File: src/rtl/fusion_out_stream.sv
// Output stage after the fusion pipeline: valid tracking, FWFT buffer, AXI4-Stream master.
// Define FUSION_OUT_ROW_TLAST_EN to put tlast at every row end instead of only at frame end.
module fusion_out_stream #(
    parameter int PIXELS_PER_BEAT = 16,
    parameter int INPUT_WIDTH     = 8,
    parameter int IMAGE_DIM       = 512,
    parameter int DATA_WIDTH      = INPUT_WIDTH * PIXELS_PER_BEAT,
    parameter int PIPE_LATENCY    = 13,
    parameter int FIFO_DEPTH      = 16
) (
    input  logic                  clk,
    input  logic                  aresetn,
    input  logic                  in_valid,
    input  logic [DATA_WIDTH-1:0] fused_frame,
    output logic                  stall,
    output logic [DATA_WIDTH-1:0] m_axis_tdata,
    output logic                  m_axis_tvalid,
    input  logic                  m_axis_tready,
    output logic                  m_axis_tlast,
    output logic                  m_axis_tuser,
    output logic                  frame_done,
    output logic [15:0]           frame_count
);

    localparam int BEATS_PER_FRAME = IMAGE_DIM * IMAGE_DIM / PIXELS_PER_BEAT;
    localparam int CNT_W           = (BEATS_PER_FRAME > 1) ? $clog2(BEATS_PER_FRAME) : 1;
    localparam int AW              = $clog2(FIFO_DEPTH);
`ifdef FUSION_OUT_ROW_TLAST_EN
    // Rows narrower than one beat still end on every beat.
    localparam int ROW_BEATS = (IMAGE_DIM >= PIXELS_PER_BEAT) ? IMAGE_DIM / PIXELS_PER_BEAT : 1;
    localparam int ENTRY_W   = DATA_WIDTH + 3;
`else
    localparam int ENTRY_W   = DATA_WIDTH + 2;
`endif

    logic [PIPE_LATENCY-1:0] vld_sr_q, vld_sr_d, vld_shift;
    logic [AW-1:0]           wr_ptr_q, wr_ptr_d, rd_ptr_q, rd_ptr_d;
    logic [AW:0]             count_q, count_d;
    logic [CNT_W-1:0]        beat_cnt_q, beat_cnt_d;
    logic                    frame_done_q, frame_done_d;
    logic [15:0]             frame_count_q, frame_count_d;

    logic                    push, pop;
    logic                    tuser_tag, tlast_tag, frame_end_tag;
    logic [ENTRY_W-1:0]      wr_entry, head;
    logic                    head_frame_end;
    logic [ENTRY_W-1:0]      mem_q [FIFO_DEPTH];

    genvar gi;
    generate
        for (gi = 0; gi < PIPE_LATENCY; gi++) begin : g_vld
            if (gi == 0) begin : g_first
                assign vld_shift[gi] = in_valid;
            end else begin : g_rest
                assign vld_shift[gi] = vld_sr_q[gi-1];
            end
        end
    endgenerate

    // Stall depends only on registered occupancy, so tready never reaches it combinationally.
    assign stall         = (count_q == (AW+1)'(FIFO_DEPTH));
    assign push          = ~stall & vld_sr_q[PIPE_LATENCY-1];
    assign m_axis_tvalid = (count_q != '0);
    assign pop           = m_axis_tvalid & m_axis_tready;

    assign frame_end_tag = (beat_cnt_q == CNT_W'(BEATS_PER_FRAME - 1));
    assign tuser_tag     = (beat_cnt_q == '0);

`ifdef FUSION_OUT_ROW_TLAST_EN
    assign tlast_tag      = ((int'(beat_cnt_q) % ROW_BEATS) == ROW_BEATS - 1);
    assign wr_entry       = {frame_end_tag, tuser_tag, tlast_tag, fused_frame};
    assign head_frame_end = head[DATA_WIDTH+2];
`else
    assign tlast_tag      = frame_end_tag;
    assign wr_entry       = {tuser_tag, tlast_tag, fused_frame};
    assign head_frame_end = head[DATA_WIDTH];
`endif

    // First-word-fall-through: the head entry is read without a register stage.
    assign head          = mem_q[rd_ptr_q];
    assign m_axis_tdata  = head[DATA_WIDTH-1:0];
    assign m_axis_tlast  = m_axis_tvalid & head[DATA_WIDTH];
    assign m_axis_tuser  = m_axis_tvalid & head[DATA_WIDTH+1];
    assign frame_done    = frame_done_q;
    assign frame_count   = frame_count_q;

    always_ff @(posedge clk) begin
        if (push) begin
            mem_q[wr_ptr_q] <= wr_entry;
        end
    end

    always_comb begin
        vld_sr_d      = stall ? vld_sr_q : vld_shift;
        wr_ptr_d      = wr_ptr_q;
        rd_ptr_d      = rd_ptr_q;
        count_d       = count_q;
        beat_cnt_d    = beat_cnt_q;
        frame_done_d  = pop & head_frame_end;
        frame_count_d = frame_count_q;

        if (push) begin
            wr_ptr_d   = wr_ptr_q + 1'b1;
            beat_cnt_d = frame_end_tag ? '0 : beat_cnt_q + 1'b1;
        end
        if (pop) begin
            rd_ptr_d = rd_ptr_q + 1'b1;
        end
        case ({push, pop})
            2'b10:   count_d = count_q + 1'b1;
            2'b01:   count_d = count_q - 1'b1;
            default: count_d = count_q;
        endcase
        if (pop & head_frame_end) begin
            frame_count_d = frame_count_q + 16'd1;
        end
    end

    always_ff @(posedge clk or negedge aresetn) begin
        if (!aresetn) begin
            vld_sr_q      <= '0;
            wr_ptr_q      <= '0;
            rd_ptr_q      <= '0;
            count_q       <= '0;
            beat_cnt_q    <= '0;
            frame_done_q  <= 1'b0;
            frame_count_q <= '0;
        end else begin
            vld_sr_q      <= vld_sr_d;
            wr_ptr_q      <= wr_ptr_d;
            rd_ptr_q      <= rd_ptr_d;
            count_q       <= count_d;
            beat_cnt_q    <= beat_cnt_d;
            frame_done_q  <= frame_done_d;
            frame_count_q <= frame_count_d;
        end
    end

endmodule

File: config.mk
export PLATFORM = sky130hd
export DESIGN_NAME = fusion_out_stream
export DESIGN_NICKNAME = d
export VERILOG_FILES = /design/src/rtl/fusion_out_stream.sv
export SDC_FILE = /design/constraint.sdc
export NUM_CORES = 2
export LEC_CHECK = 0
export ABC_CLOCK_PERIOD_IN_PS = 11200
export CAP_MARGIN = 20
export CORE_MARGIN = 5
export CORE_UTILIZATION = 40
export CTS_CLUSTER_DIAMETER = 80
export DETAILED_ROUTE_END_ITERATION = 8
export HOLD_SLACK_MARGIN = 0.15
export MAX_ROUTING_LAYER = met4
export REMOVE_ABC_BUFFERS = 1
export SYNTH_ARGS = -nofsm -noshare
export SYNTH_HDL_FRONTEND = slang
export SYNTH_SLANG_ARGS = --single-unit
export TNS_END_PERCENT = 20
File: constraint.sdc
create_clock -name clk -period 11.2 [get_ports clk]
set_input_delay 2.24 -clock clk [delete_from_list [all_inputs] [get_ports clk]]
set_output_delay 2.24 -clock clk [all_outputs]
set_load 0.01 [all_outputs]
==> impl_metrics.env <==
export IMPL_syn_area_sq_um=81040
export IMPL_grt_usage=0.1788
export IMPL_core_area_sq_um=201900
export IMPL_cts_setup_buffers=0
export IMPL_grt_max_degree=159
export IMPL_period_share=0.6334
export IMPL_grt_pass1_vias=37210
export IMPL_cpMaxStageDelayCell="dfrtp_4"
export IMPL_synth_avg_cell_area_sq_um=25.30
export IMPL_dieArea_sq_um=211700
export IMPL_avgRoutedWirePerCell_um=28.30
export IMPL_hold_buffers=0
export IMPL_dr_pass1_iters=5
export IMPL_grt_first_pass_wirelength_mm=266.1
export IMPL_max_stage_delay_ps=910
export IMPL_die_x_um=460.1
export IMPL_slew_violations=0
export IMPL_layout_setup_ws_ps=4106
export IMPL_boundaryPins=281
export IMPL_cts_buffer_depth=3
export IMPL_cap_viol_max_count=0
export IMPL_cts_tree="built"
export IMPL_clk_latency_ps=860
export IMPL_arrival_ps=4850
export IMPL_post_route_util=0.4649
export IMPL_finalHoldViolCount=0
export IMPL_min_period_ps=7094
export IMPL_outcome="complete, no violations"
export IMPL_cp_end_kind="output pin"
export IMPL_vias=35540
export IMPL_row_count=165
export IMPL_ir_drop_mv=0.2545
export IMPL_drcViolationCount=0
export IMPL_drtIter0Drc=3162
export IMPL_yosysSeqAreaShare=0.7883
export IMPL_syn_inst=3203
export IMPL_overflow=0
export IMPL_port_buffers=280
export IMPL_place_gp_congestion=0.7018
export IMPL_ctsResizeCount=0
export IMPL_yosys_warnings=0
export IMPL_hold_class="register to register"
export IMPL_numCtsBuffers=216
export IMPL_powerDensity_nw_per_um2=260.8
export IMPL_area_delta_synth_final_pct=15.82
export IMPL_synthFlopType="edfxtp_1"
export IMPL_vias_per_cell=5.488
export IMPL_crit_chain="buf_4 -> buf_4 -> mux4_2 -> nor2b_1 -> a211oi_1 -> a21oi_1 -> clkdlybuf4s50_1"
export IMPL_synth_edf_count=2080
export IMPL_leakagePower_nw=29.14
export IMPL_start_kind="register"
export IMPL_synth_area_top_cells="edfxtp_1, mux4_2, dfrtp_1"
export IMPL_dp_slack_ps=4877
export IMPL_synthArstFlopShare=0.02667
export IMPL_crit_fanout=55
export IMPL_r2r_setup_slack_ps=6680
export IMPL_die_y_um=460.1
export IMPL_nNetsFinal=3758
export IMPL_postRouteAntennaNets=0
export IMPL_clock_sinks=2137
export IMPL_cp_required_ps=8960
export IMPL_drt_total_wl_mm=183.3
export IMPL_relSlewSlack=0.1634
export IMPL_rsz0062_at_grt="false"
export IMPL_start_util=0.4014
export IMPL_max_freq_ghz=0.1410
export IMPL_antenna_found_initial=23
export IMPL_h_tree_depth=4
export IMPL_netlist_area_leader_share=0.7707
export IMPL_setup_violations=0
export IMPL_worst_slew_pin_slew_ps=1255
export IMPL_synth_cell_types=44
export IMPL_yosys_area_top_type="edfxtp_1"
export IMPL_skew_ps=69.38
export IMPL_synth_seq_cells=2137
export IMPL_crit_type="register to output pin"
export IMPL_drive_gt1_frac=0.2743
export IMPL_crit_path_frequent_cell="buf_4"
export IMPL_clk_pin_slew_ps=60
export IMPL_cts_root_buf="clkbuf_16"
export IMPL_dp_hpwl_mm=88.22
-- sequential cells by signal (all words and copies together) (netlist names) --
| name | flops |
|---|---|
| rd_ptr_q | 4 |
| mem_q | 2080 |
| vld_sr_q | 13 |
| beat_cnt_q | 14 |
| count_q | 5 |
| frame_count | 16 |
| frame_done | 1 |
| wr_ptr_q | 4 |
-- routing by layer --
layer	global-route usage	wire (um)
met1	0.2379	77620
met5	-	0
met3	0.03679	10880
met4	0.04396	3827
met2	0.2860	90960
-- critical path, delay by kind of cell (launching register included) --
kind / cells / cell delay (ps)
flops: 1 / 910
buf+inv: 3 / 2030
simple gates: 1 / 150
compound gates: 2 / 450
mux: 1 / 400
-- kinds of logic after synthesis --
logic type,synth area share
mux,0.1808
simple gates,0.007318
flops,0.7883
fa+ha+maj,0.001853
xor+xnor,0.004107
buf+inv,0.01252
compound gates,0.005049
-- worst paths after layout --
kind | start | to | depth (start not counted)
min | frame_count[15] | frame_count[15] | 1
min in group asynchronous | aresetn | frame_done | 2
max in group asynchronous | aresetn | rd_ptr_q[2] | 2
min reg2reg | frame_count[15] | frame_count[15] | 1
max reg2reg | count_q[2] | mem_q[1][24] | 6
max | rd_ptr_q[1] | m_axis_tdata[30] | 7
-- layout by cell type (no fill, tap or decap), drive strengths merged, types with 12 or more instances in the layout --
cell           Yosys  layout
a211oi            15      15
a21oi             18      18
and3              13      13
buf               96      77
bufinv             0      13
clkbuf            67     274
clkdlybuf4s50      0     279
clkinv             0      95
dfrtp             57      57
diode              0      16
edfxtp          2080    2080
ha                12      12
inv               10      19
mux2              15      15
mux2i             23      23
mux4             633     633
nand2             20      20
nor2              28      28
nor2b             18      18
xnor2             28      28
-- cells in the mapped netlist, types with 10 or more instances --
cell type and n:
edfxtp_1 2080, nor2_1 26, mux2i_1 23, buf_6 37, buf_1 21, mux4_2 633
nand2_1 20, and3_1 13, clkbuf_1 67, nor2b_1 18, xor2_1 10, mux2_2 15
dfrtp_1 57, a21oi_1 17, a211oi_1 15, xnor2_1 28, buf_4 12, ha_1 12
buf_2 25
-- through the flow --
stage | cell area [sq um] | power, W | TNS [ps] | instances | hold slack (ps)
2_1_floorplan | 80060 | 0.01671 | -1784690 | 3040 | 446.0
6_report | 93860 | 0.02448 | 0 | 6476 | 469.1
5_1_grt | 93860 | 0.02559 | 0 | 6475 | 490.0
3_5_place_dp | 87020 | 0.01797 | 0 | 6067 | 470.5
3_3_place_gp | 87020 | 0.01793 | 0 | 6067 | 461.6
4_1_cts | 93810 | 0.02490 | 0 | 6459 | 478.3
-- area by class of cell --
type | count | area, sq um
Tap cell | 2672 | 3343
Sequential cell | 2137 | 63900
Antenna cell | 16 | 40.04
Clock buffer | 274 | 5675
Inverter | 10 | 45.04
Multi-Input combinational cell | 893 | 16260
Timing Repair Buffer | 356 | 3481
Fill cell | 16560 | 108000
Clock inverter | 118 | 1121
-- power by group --
part           switching, W  leakage (nW)  internal [W]
Clock               0.00301          3.31       0.00389
Sequential         0.000351          19.5       0.00979
Combinational       0.00375          6.34       0.00369
Total               0.00711          29.1        0.0174
(Power assumes the default switching activity.)
